`src/rtl/dnn_pkg.sv`:
```
// Shared helpers for the DNN output stage: position widths, the most-negative
// activation constant and a signed compare used by the argmax logic.
package dnn_pkg;

   localparam int MAX_W = 64;
   localparam int LBL_SAT = 2;

   function automatic int pos_w(input int n);
      return (n > 1) ? $clog2(n) : 1;
   endfunction

   function automatic logic signed [MAX_W-1:0] most_neg(input int w);
      logic signed [MAX_W-1:0] r;
      r = '1;
      r = r << (w - 1);
      return r;
   endfunction

   function automatic logic sgt(input logic signed [MAX_W-1:0] a,
                                input logic signed [MAX_W-1:0] b);
      return a > b;
   endfunction

endpackage

```
`src/rtl/output_argmax_tracker_if.sv`:
```
// Activation/label stream in, per-block classification out.
// ACC_COUNTER_EN adds the running sample/correct counters and their clear.
interface output_argmax_tracker_if
   import dnn_pkg::*;
#(
   parameter int width = 10,
   parameter int N     = 1,
   parameter int P     = 4,
   parameter int cpc   = 6
`ifdef ACC_COUNTER_EN
   , parameter int cnt_width = 16
`endif
);
   localparam int POS_W = pos_w(P);
   localparam int CI_W  = pos_w(cpc);

   logic [CI_W-1:0]         cycle_index;
   logic                    cycle_clk;
   logic [width*N-1:0]      act_in;
   logic [N-1:0]            y_in;
   logic [P-1:0]            a_out_alln;
   logic [POS_W-1:0]        max_pos;
   logic signed [width-1:0] max_val;
   logic [POS_W-1:0]        y_pos;
   logic                    label_valid;
   logic                    correct;
   logic                    result_valid;
`ifdef ACC_COUNTER_EN
   logic                    clr_cnt;
   logic [cnt_width-1:0]    sample_cnt;
   logic [cnt_width-1:0]    correct_cnt;
`endif

   modport master (
`ifdef ACC_COUNTER_EN
      output clr_cnt, input sample_cnt, correct_cnt,
`endif
      output cycle_index, cycle_clk, act_in, y_in,
      input  a_out_alln, max_pos, max_val, y_pos, label_valid, correct, result_valid
   );

   modport slave (
`ifdef ACC_COUNTER_EN
      input clr_cnt, output sample_cnt, correct_cnt,
`endif
      input  cycle_index, cycle_clk, act_in, y_in,
      output a_out_alln, max_pos, max_val, y_pos, label_valid, correct, result_valid
   );

endinterface

```
`src/rtl/argmax_lane_reduce.sv`:
```
// Combinational signed max over N packed lanes; ties resolve to the lowest lane.
module argmax_lane_reduce
   import dnn_pkg::*;
#(
   parameter int width = 10,
   parameter int N     = 1
) (
   input  logic [width*N-1:0]    act_in,
   output logic signed [width-1:0] max_val,
   output logic [pos_w(N)-1:0]   max_lane
);
   localparam int LANE_W = pos_w(N);

   if (N == 1) begin : g_pass
      assign max_val  = act_in;
      assign max_lane = '0;
   end else begin : g_scan
      // Strict greater-than keeps the earliest lane on equal values.
      always_comb begin
         max_val  = act_in[width-1:0];
         max_lane = '0;
         for (int k = 1; k < N; k++) begin
            if (sgt(MAX_W'($signed(act_in[width*k +: width])), MAX_W'(max_val))) begin
               max_val  = act_in[width*k +: width];
               max_lane = LANE_W'(k);
            end
         end
      end
   end

endmodule

```
`src/rtl/output_argmax_tracker.sv`:
```
// Running argmax and ideal-label capture over each cycle block, committed on cycle_clk.
// Optional feature macro: ACC_COUNTER_EN (saturating sample/correct counters).
module output_argmax_tracker
   import dnn_pkg::*;
#(
   parameter int width     = 10,
   parameter int N         = 1,
   parameter int P         = 4,
   parameter int cpc       = 6,
   parameter int skip      = 2,
   parameter int cnt_width = 16
) (
   input logic                    clk,
   input logic                    reset,
   output_argmax_tracker_if.slave bus
);
   localparam int SLICES = P / N;
   localparam int POS_W  = pos_w(P);
   localparam int LANE_W = pos_w(N);
   localparam logic signed [MAX_W-1:0] MN_FULL = most_neg(width);
   localparam logic signed [width-1:0] MN      = MN_FULL[width-1:0];

   if (SLICES * N != P) begin : g_bad_ratio
      $error("output_argmax_tracker: P=%0d is not a multiple of N=%0d", P, N);
   end
   if (SLICES > cpc - skip) begin : g_bad_window
      $error("output_argmax_tracker: P/N=%0d slices do not fit in cpc-skip=%0d", SLICES, cpc - skip);
   end
   if (cnt_width < 1) begin : g_bad_cnt
      $error("output_argmax_tracker: cnt_width must be positive");
   end

   function automatic logic [1:0] sat_lbl(input logic [1:0] cnt, input int inc);
      return (int'(cnt) + inc >= LBL_SAT) ? 2'(LBL_SAT) : 2'(int'(cnt) + inc);
   endfunction

   logic signed [width-1:0] lane_max;
   logic [LANE_W-1:0]       lane_idx;
   logic                    vld_p0;
   logic [POS_W-1:0]        slice_base;
   logic [POS_W-1:0]        win_pos;
   logic [POS_W-1:0]        y_first_pos;
   logic                    y_any;
   logic [P-1:0]            onehot;
   logic                    correct_now;

   logic signed [width-1:0] acc_val_p1;
   logic [POS_W-1:0]        acc_pos_p1;
   logic [POS_W-1:0]        lbl_pos_p1;
   logic [1:0]              lbl_cnt_p1;
   logic                    primed;

   argmax_lane_reduce #(.width(width), .N(N)) u_reduce (
      .act_in   (bus.act_in),
      .max_val  (lane_max),
      .max_lane (lane_idx)
   );

   // Stage p0: slice qualification and global positions of the lane winner / first label bit
   always_comb begin
      int y_lane;
      vld_p0 = !bus.cycle_clk && (int'(bus.cycle_index) >= skip) &&
               (int'(bus.cycle_index) < skip + SLICES);
      slice_base = POS_W'((int'(bus.cycle_index) - skip) * N);
      win_pos    = slice_base + POS_W'(lane_idx);
      y_any      = |bus.y_in;
      y_lane     = 0;
      for (int k = N - 1; k >= 0; k--) begin
         if (bus.y_in[k]) y_lane = k;
      end
      y_first_pos = slice_base + POS_W'(y_lane);
      onehot = '0;
      onehot[acc_pos_p1] = 1'b1;
      correct_now = (lbl_cnt_p1 == 2'd1) && (lbl_pos_p1 == acc_pos_p1);
   end

   // Stage p1: block accumulators; commit and reinitialise on cycle_clk
   always_ff @(posedge clk) begin
      if (reset) begin
         acc_val_p1       <= MN;
         acc_pos_p1       <= '0;
         lbl_pos_p1       <= '0;
         lbl_cnt_p1       <= '0;
         primed           <= 1'b0;
         bus.a_out_alln   <= '0;
         bus.max_pos      <= '0;
         bus.max_val      <= '0;
         bus.y_pos        <= '0;
         bus.label_valid  <= 1'b0;
         bus.correct      <= 1'b0;
         bus.result_valid <= 1'b0;
      end else begin
         bus.result_valid <= 1'b0;
         if (bus.cycle_clk) begin
            bus.max_val      <= acc_val_p1;
            bus.max_pos      <= acc_pos_p1;
            bus.a_out_alln   <= onehot;
            bus.y_pos        <= lbl_pos_p1;
            bus.label_valid  <= (lbl_cnt_p1 == 2'd1);
            bus.correct      <= correct_now;
            // The first boundary after reset closes a partial block.
            bus.result_valid <= primed;
            primed           <= 1'b1;
            acc_val_p1       <= MN;
            acc_pos_p1       <= '0;
            lbl_pos_p1       <= '0;
            lbl_cnt_p1       <= '0;
         end else if (vld_p0) begin
            if (sgt(MAX_W'(lane_max), MAX_W'(acc_val_p1))) begin
               acc_val_p1 <= lane_max;
               acc_pos_p1 <= win_pos;
            end
            if (lbl_cnt_p1 == 2'd0 && y_any) lbl_pos_p1 <= y_first_pos;
            lbl_cnt_p1 <= sat_lbl(lbl_cnt_p1, $countones(bus.y_in));
         end
      end
   end

`ifdef ACC_COUNTER_EN
   function automatic logic [cnt_width-1:0] sat_inc(input logic [cnt_width-1:0] c, input logic en);
      return (en && !(&c)) ? c + 1'b1 : c;
   endfunction

   always_ff @(posedge clk) begin
      if (reset || bus.clr_cnt) begin
         bus.sample_cnt  <= '0;
         bus.correct_cnt <= '0;
      end else if (bus.cycle_clk && primed) begin
         bus.sample_cnt  <= sat_inc(bus.sample_cnt, 1'b1);
         bus.correct_cnt <= sat_inc(bus.correct_cnt, correct_now);
      end
   end
`endif

endmodule

```
`src/flat_wrapper.sv`:
```
// flat-port wrapper written by rule: the top's interface ports become plain ports
module output_argmax_tracker_flat import dnn_pkg::*;
#(
   parameter int width     = 10,
   parameter int N         = 1,
   parameter int P         = 4,
   parameter int cpc       = 6,
   parameter int skip      = 2,
   parameter int cnt_width = 16
)
  (clk, reset, bus_cycle_index, bus_cycle_clk, bus_act_in, bus_y_in, bus_a_out_alln, bus_max_pos, bus_max_val, bus_y_pos, bus_label_valid, bus_correct, bus_result_valid);
  output_argmax_tracker_if #(.width(width), .N(N), .P(P), .cpc(cpc)) bus_i ();
  input logic clk;
  input logic reset;
  input wire logic [$bits(bus_i.cycle_index)-1:0] bus_cycle_index;
  input wire logic [$bits(bus_i.cycle_clk)-1:0] bus_cycle_clk;
  input wire logic [$bits(bus_i.act_in)-1:0] bus_act_in;
  input wire logic [$bits(bus_i.y_in)-1:0] bus_y_in;
  output wire logic [$bits(bus_i.a_out_alln)-1:0] bus_a_out_alln;
  output wire logic [$bits(bus_i.max_pos)-1:0] bus_max_pos;
  output wire logic [$bits(bus_i.max_val)-1:0] bus_max_val;
  output wire logic [$bits(bus_i.y_pos)-1:0] bus_y_pos;
  output wire logic [$bits(bus_i.label_valid)-1:0] bus_label_valid;
  output wire logic [$bits(bus_i.correct)-1:0] bus_correct;
  output wire logic [$bits(bus_i.result_valid)-1:0] bus_result_valid;
  assign bus_i.cycle_index = bus_cycle_index;
  assign bus_i.cycle_clk = bus_cycle_clk;
  assign bus_i.act_in = bus_act_in;
  assign bus_i.y_in = bus_y_in;
  assign bus_a_out_alln = bus_i.a_out_alln;
  assign bus_max_pos = bus_i.max_pos;
  assign bus_max_val = bus_i.max_val;
  assign bus_y_pos = bus_i.y_pos;
  assign bus_label_valid = bus_i.label_valid;
  assign bus_correct = bus_i.correct;
  assign bus_result_valid = bus_i.result_valid;
  output_argmax_tracker #(.width(width), .N(N), .P(P), .cpc(cpc), .skip(skip), .cnt_width(cnt_width)) u_core (.clk(clk), .reset(reset), .bus(bus_i));
endmodule
```
`config.mk`:
```
export PLATFORM = sky130hd
export DESIGN_NAME = output_argmax_tracker_flat
export DESIGN_NICKNAME = d
export VERILOG_FILES = /design/src/rtl/dnn_pkg.sv /design/src/rtl/output_argmax_tracker_if.sv /design/src/rtl/argmax_lane_reduce.sv /design/src/rtl/output_argmax_tracker.sv /design/src/flat_wrapper.sv
export SDC_FILE = /design/constraint.sdc
export NUM_CORES = 1
export LEC_CHECK = 0
export BUFFER_PORTS_ARGS = -buffer_cell sky130_fd_sc_hd__buf_4
export CORE_ASPECT_RATIO = 0.6
export CORE_MARGIN = 2
export CORE_UTILIZATION = 45
export DETAILED_ROUTE_END_ITERATION = 8
export GPL_TIMING_DRIVEN = 0
export HOLD_SLACK_MARGIN = 0.08
export MAX_ROUTING_LAYER = met4
export PLACE_DENSITY = 0.67
export SLEW_MARGIN = 20
export SYNTH_ARGS = -nofsm -noshare
export SYNTH_HDL_FRONTEND = slang
export SYNTH_SLANG_ARGS = --single-unit
```
`constraint.sdc`:
```
create_clock -name clk -period 2.9 [get_ports clk]
set_input_delay 0.435 -clock clk [delete_from_list [all_inputs] [get_ports clk]]
set_output_delay 0.435 -clock clk [all_outputs]
set_load 0.005 [all_outputs]
```
### Word-level counts from Yosys, hierarchy flattened

Index checks and enable logic that the tools add are counted.

| word-level totals | value |
|---|---|
| flip-flop bits (word level) | 38 |
| latch bits | 0 |
| bits in writable memories | 0 |
| memory bits (read-only) | 0 |
| bits of input ports | 17 |
| logic and storage cells | 37 |
| memories kept | 0 |

| operators by class | value |
|---|---|
| add/subtract/negate cells | 2 |
| $mul | 0 |
| div/mod/pow operators | 0 |
| magnitude comparators | 6 |
| equality and inequality tests | 2 |
| shift operators | 0 |
| multiplexer cells | 3 |
| bitwise gates (word level) | 1 |
| reduce and logical (&&, ||, !) cells | 11 |

Operators with widths:

| operator | number |
|---|---|
| $ge A32 B3 Y1 const B | 1 |
| $gt A10 B10 Y1 | 1 |
| $logic_and A1 B1 Y1 | 5 |
| $reduce_and A2 Y1 | 2 |
| $reduce_or A2 Y1 | 2 |
| $add A2 B1 Y3 | 1 |
| $ge A3 B2 Y1 const B | 1 |
| $lt A2 B3 Y1 const B | 1 |
| $lt A3 B3 Y1 const B | 1 |
| $demux W1 S2 | 1 |
| $eq A2 B1 Y1 const B | 1 |
| $eq A2 B2 Y1 | 1 |
| $ge A2 B1 Y1 const B | 1 |
| $logic_not A2 Y1 | 1 |
| $mux W2 | 1 |
| $sub A2 B2 Y2 const B | 1 |
| $logic_not A1 Y1 | 1 |
| $mux W1 | 1 |
| $not A1 Y1 | 1 |

### Logic depth before layout (Yosys ltp)

| depth | value |
|---|---|
| depth after elaboration | 4 |
| mapped depth | 10 |
| gate-level depth less buffers | 8 |

### Hierarchy

From an unflattened synthesis, not the netlist that was laid out.

| unflattened totals | value |
|---|---|
| cell total of the unflattened synthesis | 224 |
| area total of the unflattened synthesis | 2,060.7 um^2 |

By module, submodules not included:

| module | times used | cells an instance | area each (um^2) | sequential area each (um^2) |
|---|---|---|---|---|
| output_argmax_tracker | 1 | 212 | 1,974.4 | 760.7 |
| argmax_lane_reduce | 1 | 12 | 86.3 | 0.0 |

### Worst setup path after synthesis

OpenSTA, ideal clock, no wires.

| path | value |
|---|---|
| path kind | input port to flip-flop |
| start | input port bus_act_in[7] |
| end | register u_core.acc_val_p1[0] |
| arrival time | 2,217 ps |
| setup slack | 562 ps |
| cell stages on the path | 8 |
| path through | ha_1 > a211oi_1 > nor2_1 > a211o_2 > buf_6 > xnor2_2 > a32o_1 > a221o_1 |

| on the way | value |
|---|---|
| cells in the longest elaborated chain, start to end | 2 |

RTL lines:

| what | line | text |
|---|---|---|
| start, declared | flat_wrapper.sv:17 | `input wire logic [$bits(bus_i.act_in)-1:0] bus_act_in;` |
| $gt A10 B10 Y1 | dnn_pkg.sv:21 | `return a > b;` |
| $reduce_and A2 Y1 (no line) | n/a |  |
| end signal, assigned | output_argmax_tracker.sv:110 | `acc_val_p1 <= lane_max;` |
| end, declared | output_argmax_tracker.sv:47 | `logic signed [width-1:0] acc_val_p1;` |

No other way between the ends.
A chain may end at the register's enable or synchronous reset.

### Final worst setup path

| path | value |
|---|---|
| start | register u_core.acc_val_p1[9] |
| end | register u_core.acc_val_p1[9] |

| on the way | value |
|---|---|
| cells in the longest elaborated chain, start to end | 2 |

RTL lines:

| what | line |
|---|---|
| $gt A10 B10 Y1 | dnn_pkg.sv:21 |
| $reduce_and A2 Y1 (no line) | n/a |

No other way between the ends.

==> impl_metrics.csv <==
group,metric,value,unit
route,drt.antenna.violating_nets,0,
worst_setup_path,worstPathRequired,3.04,ns
global_routing,track_usage,0.2087,
clock_tree,clock-sinks,38,
yosys,synth_nets,239,
timing,timing_hold_violations_final,0,
yosys,syn_avg_cell_area,9.062,sq um
timing,worst_slew_pin_slew,0.9550,ns
pwr,ir_drop,0.2329,mV
clock_tree,tritoncts,"yes",
layout,n_fill_cell,382,
yosys,synth_warnings,0,
clock_tree,postCtsResizedCells,0,
timing,post-route-min-period,2.592,ns
yosys,ys_ff_latch,38,
floorplanning,die_h,54.37,microns
global_routing,grt_antenna_before_repair,0,
yosys,synth.top_cells.by_count,"38 x dfxtp_1, 36 x nor2_1, 15 x inv_1, 15 x mux2i_1",
worst_setup_path,path_cells,"inv_1 > ha_1 > buf_4 > nand4_2 > o311ai_1 > a2111oi_2 > nand2_1 > a21oi_1 > a221oi_1",
placement,portBuffers,35,
floorplanning,io_pins,38,
global_routing,grt_use_met1,0.3093,
layout,drive_gt1_frac,0.2055,
floorplanning,die_area,4782,sq um
timing,finClkSkew,0.006038,ns
layout,diodes,0,
timing,worst_slack,0.3085,ns
clock_tree,h-tree-depth,2,
yosys,syn_inst,210,
worst_setup_path,slowest_stage,"a2111oi_2",
clock_tree,insertion_delay,0.30,ns
min_path,min_path_type,"in2reg",
route,drc,0,
clock_tree,clk_path_buf_depth,2,
layout,final_nets,281,
placement,gp_congestion,0.7931,
global_routing,grt-ovfl-total,0,
clock_tree,cts.reportedPaths.clkPinSlew,0.08,ns
route,firstDrtPassIters,4,
timing,finalMaxSlewViolations,0,
clock_tree,cts_buffers,5,
route,vias,1602,
yosys,ys_async_sr_fraction,0,
timing,fin_crit_sh,0.8936,
global_routing,top_usage_layer,"met1",
yosys,synth-main-ff-cell,"dfxtp_1",
yosys,synth_area,1903,sq um
clock_tree,cts_root_buf,"clkbuf_8",
yosys,yosysMostFrequentCell,"dfxtp_1",
layout,area_delta_synth_final,22.75,%
route,drt_iter0_drc,65,
yosys,seq_area_frac_synth,0.3997,
floorplanning,die_x,87.96,microns
pwr,p_per_area,462.9,nW/um^2
yosys,netlist-cell-type-count,40,
floorplanning,core_area,4076,sq um
route,viasPerCell,5.118,
clock_tree,ctsHoldBuffers,0,
timing,tns,0,ns
worst_setup_path,cpPeakStageDelay,0.90,ns
worst_setup_path,crit_arrival,2.73,ns
run,drv_cap,0,
yosys,synth_top_area_cell,"dfxtp_1",
run_status,status,"finished, final reports clean",
yosys,yosysTopAreaCellShare,0.3997,
pwr,leakagePower,0.9720,nW
timing,fmax,385.9,MHz
global_routing,grt_pass1_wl,7.044,mm
global_routing,first_global_vias,1387,
floorplanning,placementRows,18,
timing,max_slew_margin,0.3621,
placement,pre_cts_ws,0.1383,ns
global_routing,grt_use_met3,0.06335,
timing,finalSetupViolCount,0,
worst_setup_path,path_max_fanout,9,
placement,hpwlAfterDp,3.092,mm
timing,rsz0062_at_grt,"false",
yosys,synth.area.top_cells,"dfxtp_1 40%, ha_1 7.9%, mux2i_1 7.9%",
global_routing,use_met2,0.2689,
clock_tree,cts_setup_buffers,0,
floorplanning,start_util,0.4669,
global_routing,grt_max_degree,13,
worst_setup_path,cp-end-kind,"flop",
yosys,synth_edf_count,0,
route,wl_per_cell,13.65,microns
route,wirelength,4.272,mm
worst_setup_path,start_kind,"flop",
worst_setup_path,critical_path_class,"reg2reg",
[path summary, 6_finish.rpt]
check | startpoint | end | slack [ns] | cells past startpoint
max | u_core.acc_val_p1[9]$_SDFFE_PP1P_ | u_core.acc_val_p1[9]$_SDFFE_PP1P_ | 0.31 | 9
min | bus_cycle_index[1] | u_core.lbl_pos_p1[1]$_SDFFE_PP0P_ | 0.34 | 2
max reg2reg | u_core.acc_val_p1[9]$_SDFFE_PP1P_ | u_core.acc_val_p1[9]$_SDFFE_PP1P_ | 0.31 | 9
min reg2reg | u_core.primed$_SDFFE_PP0P_ | u_core.bus.result_valid$_SDFF_PP0_ | 0.44 | 2
[cells by family (layout without fill, tap and decap cells)]
kind of cell | after synthesis | count (layout) | synth area share
muxes | 15 | 15 | 0.07889
xor gates and xnor gates | 4 | 4 | 0.02236
buffers and inverters | 27 | 70 | 0.05982
adders and majority gates | 12 | 12 | 0.07889
DFF | 38 | 38 | 0.3997
AOI/OAI and AO/OA | 44 | 44 | 0.1900
and+or+nand+nor | 70 | 70 | 0.1703
[where the power goes]
part | internal (W) | switching, W
Sequential | 0.000533 | 0.00000848
Clock | 0.000191 | 0.000193
Combinational | 0.0000678 | 0.0000875
Total | 0.000792 | 0.000289
[routing by layer]
layer,wire length (microns),vias up
met2,1652,33
met3,212,4
met1,2382,732
met5,0,-
li1,-,833
met4,24,0
[cells in the final DEF (no fill, tap or decap), types with 4 or more instances in the layout]
cell,netlist,routed
inv_1,15,15
a21oi_1,11,11
clkbuf_1,5,5
dfxtp_1,38,38
clkbuf_8,0,6
buf_4,1,36
a22oi_1,8,8
nor2_1,36,36
mux2i_1,15,15
a221o_1,11,11
and2_1,4,4
ha_1,12,12
nand2_1,12,12
a211oi_1,4,4
[through the flow]
stage / area [sq um] / instances / util / hold WS [ns] / total power, W
6_report: 2336 / 313 / 0.5731 / 0.3445 / 0.001081
5_1_grt: 2336 / 313 / 0.5731 / 0.3363 / 0.001138
4_1_cts: 2336 / 313 / 0.5731 / 0.3358 / 0.001089
3_5_place_dp: 2241 / 305 / 0.5497 / 0.4286 / 0.0007073
3_3_place_gp: 2241 / 305 / 0.5497 / 0.4254 / 0.0007061
2_1_floorplan: 1903 / 210 / - / 0.4190 / 0.0006533
[critical path, delay by kind of cell, from the launching register on]
kind	cells	cell delay, ns
AND/OR/NAND/NOR	2	0.28
flip-flops	1	0.33
buffers and inverters	2	0.25
adder cells (fa/ha/maj)	1	0.28
AO/OA/AOI/OAI	4	1.31
[area by class of cell]
cell class                 instances  area [sq um]  share of cell area
tap                               60         75.07             0.03214
sequential                        38         760.7              0.3257
multi-input combinational        145          1028              0.4403
buffer                            11         53.80             0.02303
clock inverter                     2         12.51            0.005356
clock buffer                       6         82.58             0.03535
inverter                          16         60.06             0.02571
timing repair buffer              35         262.8              0.1125
[flip-flops by register name, summed over array words and instances, names as in the netlist]
signal,count
u_core.acc_val_p1,10
u_core.lbl_pos_p1,2
u_core.bus.label_valid,1
u_core.bus.max_pos,2
u_core.bus.correct,1
u_core.bus.max_val,10
u_core.acc_pos_p1,2
u_core.bus.result_valid,1
u_core.primed,1
u_core.bus.y_pos,2
u_core.lbl_cnt_p1,2
u_core.bus.a_out_alln,4
Power figures use the tool's default switching activity.
